===== config.mk =====
export PLATFORM = sky130hd
export DESIGN_NAME = game_tick_receiver_flat
export DESIGN_NICKNAME = d
export VERILOG_FILES = /design/src/rtl/game_tick_receiver_pkg.sv /design/src/rtl/game_tick_receiver_if.sv /design/src/rtl/game_tick_receiver_watchdog.sv /design/src/rtl/game_tick_receiver.sv /design/src/flat_wrapper.sv
export SDC_FILE = /design/constraint.sdc
export NUM_CORES = 1
export LEC_CHECK = 0
export BUFFER_PORTS_ARGS = -buffer_cell sky130_fd_sc_hd__buf_2
export CORE_ASPECT_RATIO = 1.4
export CORE_UTILIZATION = 43
export CTS_BUF_LIST = sky130_fd_sc_hd__clkbuf_4
export CTS_CLUSTER_DIAMETER = 30
export CTS_CLUSTER_SIZE = 14
export DETAILED_ROUTE_END_ITERATION = 7
export PLACE_DENSITY = 0.75
export SLEW_MARGIN = 20
export SYNTH_ARGS = -nofsm -noshare
export SYNTH_HDL_FRONTEND = slang
export SYNTH_HIERARCHICAL = 1
export SYNTH_SLANG_ARGS = --single-unit

===== constraint.sdc =====
create_clock -name CLOCK_50 -period 3.4 [get_ports CLOCK_50]
set_clock_uncertainty 0.15 [all_clocks]
set_input_delay 0.51 -clock CLOCK_50 [delete_from_list [all_inputs] [get_ports CLOCK_50]]
set_output_delay 0.51 -clock CLOCK_50 [all_outputs]
set_load 0.05 [all_outputs]

===== src/rtl/game_tick_receiver_pkg.sv =====
// Shared game timebase definitions: receiver FSM encoding, sticky error bit positions, nominal frame timing.
// Also referenced by the game clock generator; no logic, no latency, no flow control.
package game_timing_pkg;

    localparam int FRAME_PERIOD_CYCLES = 965664;
    localparam int LEAD_NOM_DEFAULT    = 255;

    localparam int ERR_W         = 4;
    localparam int ERR_NO_EARLY  = 0;
    localparam int ERR_OVERRUN   = 1;
    localparam int ERR_DUP_EARLY = 2;
    localparam int ERR_LEAD      = 3;

    typedef enum logic [1:0] {
        ST_IDLE   = 2'd0,
        ST_PREP   = 2'd1,
        ST_READY  = 2'd2,
        ST_COMMIT = 2'd3
    } tick_state_t;

endpackage


===== src/rtl/game_tick_receiver_if.sv =====
// Frame pulse / prepare-commit handshake bundle between timebase, game logic and the tick receiver.
// Master drives pulses, ack and clear; slave (the receiver) returns registered status with no backpressure.
interface game_tick_receiver_if #(
    parameter int FRAME_W = 16,
    parameter int LEAD_W  = 10
);
    logic               pulse_early_in;
    logic               pulse_in;
    logic               prep_ack;
    logic               err_clr;
    logic               prep_req;
    logic               commit_stb;
    logic [FRAME_W-1:0] frame_count;
    logic [LEAD_W-1:0]  last_lead;
    logic               stalled;
    logic [3:0]         err;

    modport master (
        output pulse_early_in, pulse_in, prep_ack, err_clr,
        input  prep_req, commit_stb, frame_count, last_lead, stalled, err
    );

    modport slave (
        input  pulse_early_in, pulse_in, prep_ack, err_clr,
        output prep_req, commit_stb, frame_count, last_lead, stalled, err
    );
endinterface


===== src/rtl/game_tick_receiver_watchdog.sv =====
// Saturating cycle counter with synchronous clear; expired is registered and high while the count sits at CYCLES.
// One cycle from clr to expired dropping; no backpressure.
module tick_watchdog #(
    parameter int unsigned CYCLES = 40
) (
    input  logic clk,
    input  logic reset,
    input  logic clr,
    output logic expired
);
    localparam int CW = $clog2(CYCLES + 1);
    localparam logic [CW-1:0] CNT_MAX = CW'(CYCLES);

    logic [CW-1:0] cnt;
    logic [CW-1:0] cnt_nxt;

    always_comb begin
        cnt_nxt = cnt;
        if (clr)
            cnt_nxt = '0;
        else if (cnt != CNT_MAX)
            cnt_nxt = cnt + 1'b1;
    end

    always_ff @(posedge clk) begin
        if (reset) begin
            cnt     <= '0;
            expired <= 1'b0;
        end else begin
            cnt     <= cnt_nxt;
            expired <= (cnt_nxt == CNT_MAX);
        end
    end
endmodule


===== src/rtl/game_tick_receiver.sv =====
// Frame tick consumer: early pulse requests prep, main pulse commits; counts frames, watchdog, sticky errors.
// All outputs registered, 1 cycle after the causing input; no backpressure. Lead check under GAME_TICK_RX_LEAD_CHECK_EN.
module game_tick_receiver
    import game_timing_pkg::*;
#(
    parameter int          FRAME_W     = 16,
    parameter int          LEAD_W      = 10,
    parameter int unsigned WDOG_CYCLES = 2 * FRAME_PERIOD_CYCLES,
    parameter int          LEAD_NOM    = LEAD_NOM_DEFAULT,
    parameter int          LEAD_TOL    = 2
) (
    input  logic                 CLOCK_50,
    input  logic                 reset,
    game_tick_receiver_if.slave  bus
);
    tick_state_t        state;
    tick_state_t        state_nxt;
    logic [ERR_W-1:0]   err_fsm;
    logic [ERR_W-1:0]   err_set;
    logic [ERR_W-1:0]   err_q;
    logic               commit_go;
    logic               lead_err;
    logic               prep_req_q;
    logic               commit_stb_q;
    logic               stalled_w;
    logic [FRAME_W-1:0] frame_count_q;

    // An early pulse in COMMIT opens the next frame straight away.
    always_comb begin
        state_nxt = state;
        err_fsm   = '0;
        commit_go = 1'b0;
        case (state)
            ST_IDLE, ST_COMMIT: begin
                state_nxt             = bus.pulse_early_in ? ST_PREP : ST_IDLE;
                err_fsm[ERR_NO_EARLY] = bus.pulse_in;
            end
            ST_PREP: begin
                if (bus.prep_ack && bus.pulse_in) begin
                    state_nxt = ST_COMMIT;
                    commit_go = 1'b1;
                end else if (bus.prep_ack) begin
                    state_nxt = ST_READY;
                end else begin
                    err_fsm[ERR_OVERRUN] = bus.pulse_in;
                end
                err_fsm[ERR_DUP_EARLY] = bus.pulse_early_in;
            end
            ST_READY: begin
                if (bus.pulse_in) begin
                    state_nxt = ST_COMMIT;
                    commit_go = 1'b1;
                end
                err_fsm[ERR_DUP_EARLY] = bus.pulse_early_in;
            end
            default: state_nxt = ST_IDLE;
        endcase
    end

    assign err_set = err_fsm | (ERR_W'(lead_err) << ERR_LEAD);

    always_ff @(posedge CLOCK_50) begin
        if (reset) begin
            state         <= ST_IDLE;
            prep_req_q    <= 1'b0;
            commit_stb_q  <= 1'b0;
            frame_count_q <= '0;
            err_q         <= '0;
        end else begin
            state         <= state_nxt;
            prep_req_q    <= (state_nxt == ST_PREP);
            commit_stb_q  <= commit_go;
            frame_count_q <= frame_count_q + FRAME_W'(commit_go);
            err_q         <= (bus.err_clr ? '0 : err_q) | err_set;
        end
    end

    tick_watchdog #(
        .CYCLES (WDOG_CYCLES)
    ) u_wdog (
        .clk     (CLOCK_50),
        .reset   (reset),
        .clr     (bus.pulse_in),
        .expired (stalled_w)
    );

`ifdef GAME_TICK_RX_LEAD_CHECK_EN
    localparam logic [LEAD_W-1:0] LEAD_MAX = '1;

    logic [LEAD_W-1:0] lead_cnt;
    logic [LEAD_W-1:0] lead_meas;
    logic [LEAD_W-1:0] last_lead_q;
    int                lead_i;

    // lead_meas counts the main-pulse cycle itself, so early-to-main spacing N reads as N.
    assign lead_meas = (lead_cnt == LEAD_MAX) ? LEAD_MAX : lead_cnt + 1'b1;
    assign lead_i    = int'(lead_meas);
    assign lead_err  = commit_go &&
                       ((lead_i > LEAD_NOM + LEAD_TOL) || (lead_i < LEAD_NOM - LEAD_TOL));

    always_ff @(posedge CLOCK_50) begin
        if (reset) begin
            lead_cnt    <= '0;
            last_lead_q <= '0;
        end else begin
            lead_cnt <= bus.pulse_early_in ? '0 : lead_meas;
            if (commit_go)
                last_lead_q <= lead_meas;
        end
    end

    assign bus.last_lead = last_lead_q;
`else
    assign lead_err      = 1'b0;
    assign bus.last_lead = '0;
`endif

    assign bus.prep_req    = prep_req_q;
    assign bus.commit_stb  = commit_stb_q;
    assign bus.frame_count = frame_count_q;
    assign bus.stalled     = stalled_w;
    assign bus.err         = err_q;
endmodule

===== src/flat_wrapper.sv =====
// flat-port wrapper written by rule: the top's interface ports become plain ports
module game_tick_receiver_flat import game_timing_pkg::*;
#(
    parameter int          FRAME_W     = 16,
    parameter int          LEAD_W      = 10,
    parameter int unsigned WDOG_CYCLES = 2 * FRAME_PERIOD_CYCLES,
    parameter int          LEAD_NOM    = LEAD_NOM_DEFAULT,
    parameter int          LEAD_TOL    = 2
)
  (CLOCK_50, reset, bus_pulse_early_in, bus_pulse_in, bus_prep_ack, bus_err_clr, bus_prep_req, bus_commit_stb, bus_frame_count, bus_last_lead, bus_stalled, bus_err);
  game_tick_receiver_if #(.FRAME_W(FRAME_W), .LEAD_W(LEAD_W)) bus_i ();
  input  logic CLOCK_50;
  input  logic reset;
  input wire logic [$bits(bus_i.pulse_early_in)-1:0] bus_pulse_early_in;
  input wire logic [$bits(bus_i.pulse_in)-1:0] bus_pulse_in;
  input wire logic [$bits(bus_i.prep_ack)-1:0] bus_prep_ack;
  input wire logic [$bits(bus_i.err_clr)-1:0] bus_err_clr;
  output wire logic [$bits(bus_i.prep_req)-1:0] bus_prep_req;
  output wire logic [$bits(bus_i.commit_stb)-1:0] bus_commit_stb;
  output wire logic [$bits(bus_i.frame_count)-1:0] bus_frame_count;
  output wire logic [$bits(bus_i.last_lead)-1:0] bus_last_lead;
  output wire logic [$bits(bus_i.stalled)-1:0] bus_stalled;
  output wire logic [$bits(bus_i.err)-1:0] bus_err;
  assign bus_i.pulse_early_in = bus_pulse_early_in;
  assign bus_i.pulse_in = bus_pulse_in;
  assign bus_i.prep_ack = bus_prep_ack;
  assign bus_i.err_clr = bus_err_clr;
  assign bus_prep_req = bus_i.prep_req;
  assign bus_commit_stb = bus_i.commit_stb;
  assign bus_frame_count = bus_i.frame_count;
  assign bus_last_lead = bus_i.last_lead;
  assign bus_stalled = bus_i.stalled;
  assign bus_err = bus_i.err;
  game_tick_receiver #(.FRAME_W(FRAME_W), .LEAD_W(LEAD_W), .WDOG_CYCLES(WDOG_CYCLES), .LEAD_NOM(LEAD_NOM), .LEAD_TOL(LEAD_TOL)) u_core (.CLOCK_50(CLOCK_50), .reset(reset), .bus(bus_i));
endmodule

==> impl_metrics.py, run 1 <==
metrics = {
    "status": {
        "status": "finished, final reports clean",
    },
    "layout": {
        "multiInputGateArea_um2": 1400,
        "drive_gt1_frac": 0.174,
        "fin_cells": 372,
        "n_fill_cell": 530,
        "final_area_um2": 2630,
        "area_growth_pct": 7.73,
        "antenna_cells": 0,
        "fin_util": 0.480,
        "regArea_um2": 901,
        "finalNetCount": 317,
    },
    "synthesis": {
        "yosysTopAreaCellShare": 0.368,
        "synth.most_common_cell": "dfxtp_1",
        "yosysWarnings": 6,
        "synth_common_cells": "dfxtp_1, nor2_1, xnor2_1",
        "synthCells": 279,
        "netlist_top_cells_area": "dfxtp_1, xnor2_1, nor2_1, xor2_1, ha_1",
        "async_flop_share": 0,
        "ys_types": 51,
        "seq_area_frac_synth": 0.368,
        "synth_ff_type": "dfxtp_1",
        "ys_ff_latch": 45,
        "synth_top_area_cell": "dfxtp_1",
        "post_synth.cell_area_avg_um2": 8.76,
        "synth_edf_count": 0,
        "synth_area_um2": 2440,
    },
    "sta": {
        "rsz0062_at_grt": "no",
        "min_period_ns": 2.50,
        "fin_setup_tns_ns": 0,
        "drv_slew": 0,
        "post-route-period-util": 0.735,
        "fin_ws_ns": 0.900,
        "finalHoldViolCount": 0,
        "max_freq_ghz": 0.400,
        "worst_slew_pin_slew_ns": 0.656,
        "setup_viol": 0,
        "whs_ns": 0.264,
        "relSlewSlack": 0.561,
    },
    "drt": {
        "drtAntennaViolNets": 0,
        "vias": 2002,
        "viasPerCell": 5.38,
        "drt_wl_total_um": 4630,
        "drc": 0,
        "wl_per_cell_um": 12.4,
        "drt_iter0_markers": 59,
        "firstDrtPassIters": 4,
    },
    "cts": {
        "clockBufferDepth": 2,
        "cts_setup_buffers": 0,
        "clk_latency_ns": 0.36,
        "root_buffer": "clkbuf_4",
        "numCtsBuffers": 5,
        "cts_tree": "done",
        "cts_resized": 0,
        "cts_htree_levels": 2,
        "clk_pin_slew_ns": 0.14,
        "cts.sinks": 45,
        "hold_buffers": 0,
    },
    "worst_setup_path": {
        "end_kind": "register",
        "path_buf_inv": 0,
        "crit_required_ns": 3.53,
        "critPathSlowestCell": "dfxtp_1",
        "arrival_ns": 2.63,
        "cp_common_cell": "nand4_1",
        "start_kind": "register",
        "critPathKind": "reg -> reg",
        "cp_top_family": "simple AND/OR/NAND/NOR gates",
        "cp_slowest_stage_delay_ns": 0.54,
        "cp_max_fo": 9,
        "reg2reg_slack_ns": 0.90,
        "cp_cell_sequence": "nand4_1, nor2_1, nand4_1, xor2_1, or4b_1, nor4_1",
    },
    "die": {
        "core_area_um2": 5490,
        "rows": 32,
        "dieArea_um2": 6000,
        "io_pins": 39,
        "initial_core_util": 0.446,
        "fp.dieH_um": 91.2,
        "die_x_um": 65.7,
    },
    "global_routing": {
        "antenna_found_initial": 0,
        "grt_pass1_vias": 1855,
        "grt_pass1_wl_um": 8010,
        "grt.overflow.total": 0,
        "grt_usage": 0.169,
        "grt_max_degree": 26,
    },
    "placed_design": {
        "dpl_cell_area_um2": 2550,
        "dp_slack_ns": 0.924,
        "hpwl_um": 3420,
        "dp.cells": 364,
        "globalplace.congestion": 0.860,
        "port_buffers": 27,
    },
    "power": {
        "p_leak_nw": 0.960,
        "power_mw": 0.937,
        "peakVddDrop_mv": 0.260,
        "power_per_cell_area_nw_per_um2": 356,
    },
    "flow_run": {
        "drv_cap": 0,
    },
    "hold_path": {
        "min_path_type": "in -> reg",
    },
}
-- sequential cells by signal (all words and copies together), names as in the netlist --
name	cells
u_core/bus.frame_count	16
u_core/u_wdog/cnt	21
u_core/bus.prep_req	1
u_core/state	2
u_core/u_wdog/expired	1
u_core/bus.commit_stb	1
u_core/bus.err	3
-- worst paths after layout --
kind	startpoint	end	cells past startpoint
max	u_core/u_wdog/cnt[2]	u_core/u_wdog/expired	6
min	bus_pulse_early_in	u_core/bus.err[2]	3
max reg2reg	u_core/u_wdog/cnt[2]	u_core/u_wdog/expired	6
min reg2reg	u_core/bus.err[1]	u_core/bus.err[1]	2
-- routing by layer --
| metal | track usage | part of all wire | up-vias |
|---|---|---|---|
| li1 | - | - | 988 |
| met1 | 0.188 | 0.41 | 934 |
| met2 | 0.290 | 0.51 | 58 |
| met3 | 0.0389 | 0.040 | 22 |
| met4 | 0.0870 | 0.036 | 0 |
| met5 | 0 | 0 | - |
-- worst min-delay path, stage by stage --
cell and delay [ns]:
buf_2 0.10, nand2b_1 0.06, a21oi_1 0.06
-- report_power, final --
group / leakage, nW / switching, mW / internal [mW]
clock: 0.0389 / 0.178 / 0.152
combinational: 0.557 / 0.0558 / 0.0139
sequential: 0.363 / 0.00426 / 0.532
total: 0.960 / 0.238 / 0.698
-- cells in the final DEF (no fill, tap or decap), types with 2 or more instances in the layout --
master    count
xor2_1       15
nor3_1        8
nor4b_1       2
and3_1        2
buf_2        27
or3_1         3
a21oi_1       9
ha_1          8
nand4_1       8
conb_1       11
or2_2         2
nor2b_1       3
inv_1         8
a31oi_1       3
nor2_1       41
nand2b_1      6
nand3_1      16
nor4_1        2
nor4_4        2
clkbuf_4      5
nand2_1      16
xnor2_1      19
dfxtp_1      45
o22ai_1       2
o21ai_0       6
nor3b_1       5
nor4_2        4
a21o_1        2
-- layout make-up --
type / count / area share
multi-input cells: 216 / 0.533
flip-flops and latches: 45 / 0.342
repair buffers: 27 / 0.0513
well taps: 68 / 0.0323
clock inverters: 3 / 0.0157
clock buffers: 5 / 0.0143
inverters: 8 / 0.0114
-- cells by family (layout without fill, tap and decap cells) --
group | Yosys count | after routing | share of synthesized area
compound gates | 28 | 28 | 0.0696
xor+xnor | 34 | 34 | 0.122
other cells | 1 | 11 | 0.00153
fa+ha+maj | 8 | 8 | 0.0409
simple gates | 134 | 134 | 0.321
buf+inv | 28 | 43 | 0.0727
mux | 1 | 1 | 0.00409
flops | 45 | 45 | 0.368
Note: power is estimated with default switching activity, not from simulation.
==> inputs of run 2 (changes only) <==
- clock period: 3.4 -> 2.4 ns (I/O delays scaled with it)
==> impl_metrics.py, run 2 (synthesis gave the netlist of run 1 again) <==
metrics = {
    "layout": {
        "regMostFlops": "u_core/u_wdog/cnt",
        "area_growth_pct": 12.6,
        "drive_gt1_frac": 0.237,
        "final_area_um2": 2750,
        "mostFrequentLayoutCells": "nor2_1, dfxtp_1, buf_2",
        "antenna_cells": 0,
        "fin_util": 0.502,
        "finalNetCount": 329,
        "largest_reg_flops": 21,
    },
    "drt": {
        "drtAntennaViolNets": 0,
        "drc": 0,
        "firstDrtPassIters": 4,
        "drt_iter0_markers": 77,
        "drt_wl_total_um": 4870,
        "viasPerCell": 5.18,
        "wl_per_cell_um": 12.7,
        "vias": 1989,
    },
    "cts": {
        "cts_tree": "done",
        "cts_htree_levels": 2,
        "clk_pin_slew_ns": 0.15,
        "clk_latency_ns": 0.37,
        "cts.sinks": 45,
        "root_buffer": "clkbuf_4",
        "numCtsBuffers": 5,
        "clockBufferDepth": 2,
    },
    "power": {
        "power_mw": 1.37,
        "p_leak_nw": 1.03,
        "power_per_cell_area_nw_per_um2": 496,
        "peakVddDrop_mv": 0.391,
    },
    "die": {
        "core_area_um2": 5490,
        "rows": 32,
        "io_pins": 39,
        "die_x_um": 65.7,
        "dieArea_um2": 6000,
        "initial_core_util": 0.446,
        "fp.dieH_um": 91.2,
    },
    "placed_design": {
        "globalplace.congestion": 0.862,
        "hpwl_um": 3570,
        "port_buffers": 27,
        "dpl_cell_area_um2": 2630,
    },
    "sta": {
        "relSlewSlack": 0.632,
        "max_freq_ghz": 0.451,
        "setup_viol": 0,
        "post-route-period-util": 0.924,
        "finalHoldViolCount": 0,
        "min_period_ns": 2.22,
        "fin_setup_tns_ns": 0,
        "worst_slew_pin_slew_ns": 0.547,
        "drv_slew": 0,
    },
    "worst_setup_path": {
        "worstReg2RegEnd": "u_core/bus.frame_count[14]",
        "reg2regPathDepth": 11,
        "crit_required_ns": 2.50,
        "cp_max_fo": 6,
        "start_kind": "register",
        "end_kind": "register",
        "critPathKind": "reg -> reg",
        "arrival_ns": 2.32,
        "startpoint": "u_core/state[0]",
        "reg2reg_slack_ns": 0.18,
        "reg2reg_from": "u_core/state[0]",
    },
    "status": {
        "status": "finished, final reports clean",
    },
    "global_routing": {
        "use_met3": 0.0289,
        "top_usage_layer": "met2",
        "grtUsageMet1": 0.200,
        "grt_pass1_wl_um": 8330,
        "grt_max_degree": 26,
        "grt_pass1_vias": 1931,
        "grt.overflow.total": 0,
        "grt_usage": 0.175,
        "grt_util_met2": 0.304,
        "antenna_found_initial": 0,
    },
    "hold_path": {
        "whs_path_depth": 3,
        "min_to": "u_core/bus.err[2]",
        "hp-start": "bus_pulse_early_in",
        "min_path_type": "in -> reg",
    },
    "flow_run": {
        "drv_cap": 0,
    },
}
## run 2: cell type report
type / instances / area, um^2
Tap cell: 68 / 85.1
Timing Repair Buffer: 39 / 225
Sequential cell: 45 / 906
Fill cell: 513 / 2730
Multi-Input combinational cell: 216 / 1420
Inverter: 8 / 30.0
Clock buffer: 5 / 37.5
Clock inverter: 3 / 47.5
## run 2: critical path, stage by stage, from the launching register on
cell,delay (ns)
dfxtp_1,0.37
inv_1,0.06
ha_1,0.20
a21o_1,0.10
nand2_1,0.08
nor2_1,0.15
ha_1,0.20
ha_2,0.22
nand2_2,0.11
nor4_2,0.26
xnor2_1,0.15
nor2_1,0.05
## run 2: stage by stage
step	hold slack, ns	instances	worst slack [ns]
detailed placement	0.313	374	0.0926
CTS	0.0715	382	0.0571
finish	0.0803	384	0.181
global placement	0.306	374	0.151
floorplan	0.282	289	0.225
global route	0.0811	384	-0.0435
## run 2: routing by layer
| metal | routed length [um] | vias up |
|---|---|---|
| met5 | 0 | - |
| met4 | 142 | 0 |
| met2 | 2490 | 41 |
| li1 | - | 1009 |
| met1 | 2110 | 926 |
| met3 | 121 | 13 |
## run 2: how the worst max path moves through the flow
stage / to / slack, ns / cells after the start
floorplan: u_core/u_wdog/expired / 0.23 / 7
global placement: u_core/u_wdog/expired / 0.15 / 8
detailed placement: u_core/u_wdog/expired / 0.09 / 7
CTS: u_core/u_wdog/expired / 0.06 / 7
global route: u_core/u_wdog/expired / -0.04 / 9
finish: u_core/bus.frame_count[14] / 0.18 / 11
## run 2: where the power goes
group	internal, mW	switching [mW]
logic	0.0230	0.0822
registers	0.754	0.00520
clock network	0.227	0.274
## run 2: timing repair
item	CTS	global route
buffers inserted	0	2
hold buffers	0	0
gates resized for setup	0	9
endpoints found under the setup margin	0	5
==> inputs of run 3 (changes only) <==
- CTS_BUF_LIST: sky130_fd_sc_hd__clkbuf_4 -> not set
==> impl_metrics.py, run 3 (synthesis gave the netlist of run 1 again) <==
metrics = {
    "layout": {
        "antenna_cells": 0,
        "largest_reg_flops": 21,
        "drive_gt1_frac": 0.222,
        "final_common_cell": "dfxtp_1",
        "mostFrequentLayoutCells": "dfxtp_1, nor2_1, buf_2",
        "area_growth_pct": 13.4,
        "regMostFlops": "u_core/u_wdog/cnt",
        "finalNetCount": 329,
    },
    "cts": {
        "cts_htree_levels": 2,
        "root_buffer": "clkbuf_8",
        "cts.sinks": 45,
        "clk_latency_ns": 0.30,
        "cts_tree": "done",
        "numCtsBuffers": 5,
        "clk_pin_slew_ns": 0.09,
        "clockBufferDepth": 2,
    },
    "placed_design": {
        "hpwl_um": 3570,
        "port_buffers": 27,
        "globalplace.congestion": 0.862,
        "dp_slack_ns": 0.0926,
    },
    "flow_run": {
        "drv_cap": 0,
    },
    "status": {
        "status": "finished, final reports clean",
    },
    "die": {
        "fp.dieH_um": 91.2,
        "die_x_um": 65.7,
        "dieArea_um2": 6000,
        "io_pins": 39,
        "core_area_um2": 5490,
        "rows": 32,
        "initial_core_util": 0.446,
    },
    "worst_setup_path": {
        "worstReg2RegEnd": "u_core/u_wdog/expired",
        "cp-endpoint": "u_core/u_wdog/expired",
        "critPathKind": "reg -> reg",
        "cp_slowest_stage_delay_ns": 0.33,
        "critPathSlowestCell": "dfxtp_1",
        "reg2reg_slack_ns": 0.08,
        "start_kind": "register",
        "end_kind": "register",
        "crit_required_ns": 2.46,
        "arrival_ns": 2.38,
        "startpoint": "u_core/u_wdog/cnt[1]",
        "cp_cell_sequence": "buf_4, inv_1, ha_1, nor3b_1, nand4_1, nor4_4, nor4b_2, o211ai_1, nor4_1",
        "cp_max_fo": 7,
        "reg2reg_from": "u_core/u_wdog/cnt[1]",
        "reg2regPathDepth": 9,
    },
    "power": {
        "p_leak_nw": 1.04,
        "power_per_cell_area_nw_per_um2": 526,
        "peakVddDrop_mv": 0.513,
    },
    "sta": {
        "post-route-period-util": 0.967,
        "setup_viol": 0,
        "relSlewSlack": 0.624,
        "finalHoldViolCount": 0,
        "fin_ws_ns": 0.0800,
        "max_freq_ghz": 0.431,
        "drv_slew": 0,
        "min_period_ns": 2.32,
        "rsz0062_at_grt": "yes",
        "worst_slew_pin_slew_ns": 0.560,
        "whs_ns": 0.164,
    },
    "drt": {
        "drc": 0,
        "drt_iter0_markers": 70,
        "drt_wl_total_um": 4930,
        "viasPerCell": 5.25,
        "firstDrtPassIters": 4,
        "drtAntennaViolNets": 0,
        "wl_per_cell_um": 12.8,
        "vias": 2016,
    },
    "global_routing": {
        "grt.overflow.total": 0,
        "grt_pass1_wl_um": 8450,
        "grt_max_degree": 26,
        "grt_usage": 0.178,
        "antenna_found_initial": 0,
        "grt_pass1_vias": 1951,
    },
    "hold_path": {
        "min_path_type": "in -> reg",
    },
}
## run 3: cell types whose count changed in the layout (fill, tap and decap cells not counted)
| cell | change |
|---|---|
| ha_1 | +2 |
| clkbuf_4 | -5 |
| nor3b_1 | +1 |
| dfxtp_2 | -2 |
| dfxtp_1 | +2 |
| ha_2 | -2 |
| clkbuf_8 | +5 |
| nor3b_2 | -1 |
## run 3: per-layer routing
layer,track usage,vias up,part of all wire
li1,-,1008,-
met1,0.202,952,0.42
met2,0.312,46,0.52
met3,0.0352,10,0.037
met4,0.0779,0,0.020
met5,0,-,0
## run 3: what timing repair did
| action | 4_1_cts | 5_1_grt |
|---|---|---|
| resized for setup | 0 | 4 |
| endpoints found under the setup margin | 0 | 5 |
| hold buffers | 0 | 0 |
| hold endpoints to repair | 0 | 0 |
| buffers inserted | 0 | 2 |
## run 3: worst min path at each step
| stage | from | to | slack [ns] | depth (start not counted) |
|---|---|---|---|---|
| global placement | u_core/bus.err[2] | u_core/bus.err[2] | 0.31 | 2 |
| floorplan | reset | u_core/bus.frame_count[0] | 0.28 | 1 |
| detailed placement | u_core/bus.err[2] | u_core/bus.err[2] | 0.31 | 2 |
| finish | bus_pulse_early_in | u_core/bus.err[2] | 0.16 | 3 |
| global route | bus_pulse_early_in | u_core/bus.err[2] | 0.16 | 3 |
| CTS | bus_pulse_early_in | u_core/bus.err[2] | 0.16 | 3 |
## run 3: critical path, delay by kind of cell, from the launching register on
family	cells	cell delay, ns
AO/OA/AOI/OAI	1	0.13
adder cells (fa/ha/maj)	1	0.13
buffers and inverters	2	0.22
flip-flops	1	0.33
AND/OR/NAND/NOR	5	1.28
## run 3: area by class of cell
cell class              count  area (um^2)
clock buffers               5         68.8
repair buffers             39          225
fillers                   506         2710
well taps                  68         85.1
clock inverters             3         47.5
multi-input cells         216         1410
flip-flops and latches     45          903
inverters                   8         30.0
## run 3: power breakdown
part           total (mW)  internal [mW]  switching, mW
combinational       0.105         0.0226         0.0820
clock               0.596          0.318          0.278
sequential          0.758          0.753        0.00533
## run 3: stage by stage
step,std cells,TNS [ns],cell area (um^2),power (mW),utilization
CTS,382,0,2750,1.48,0.501
global placement,374,0,2630,0.878,0.479
floorplan,289,0,2480,0.872,-
detailed placement,374,0,2630,0.880,0.479
global route,384,-0.145,2770,1.52,0.505
finish,384,0,2770,1.46,0.505
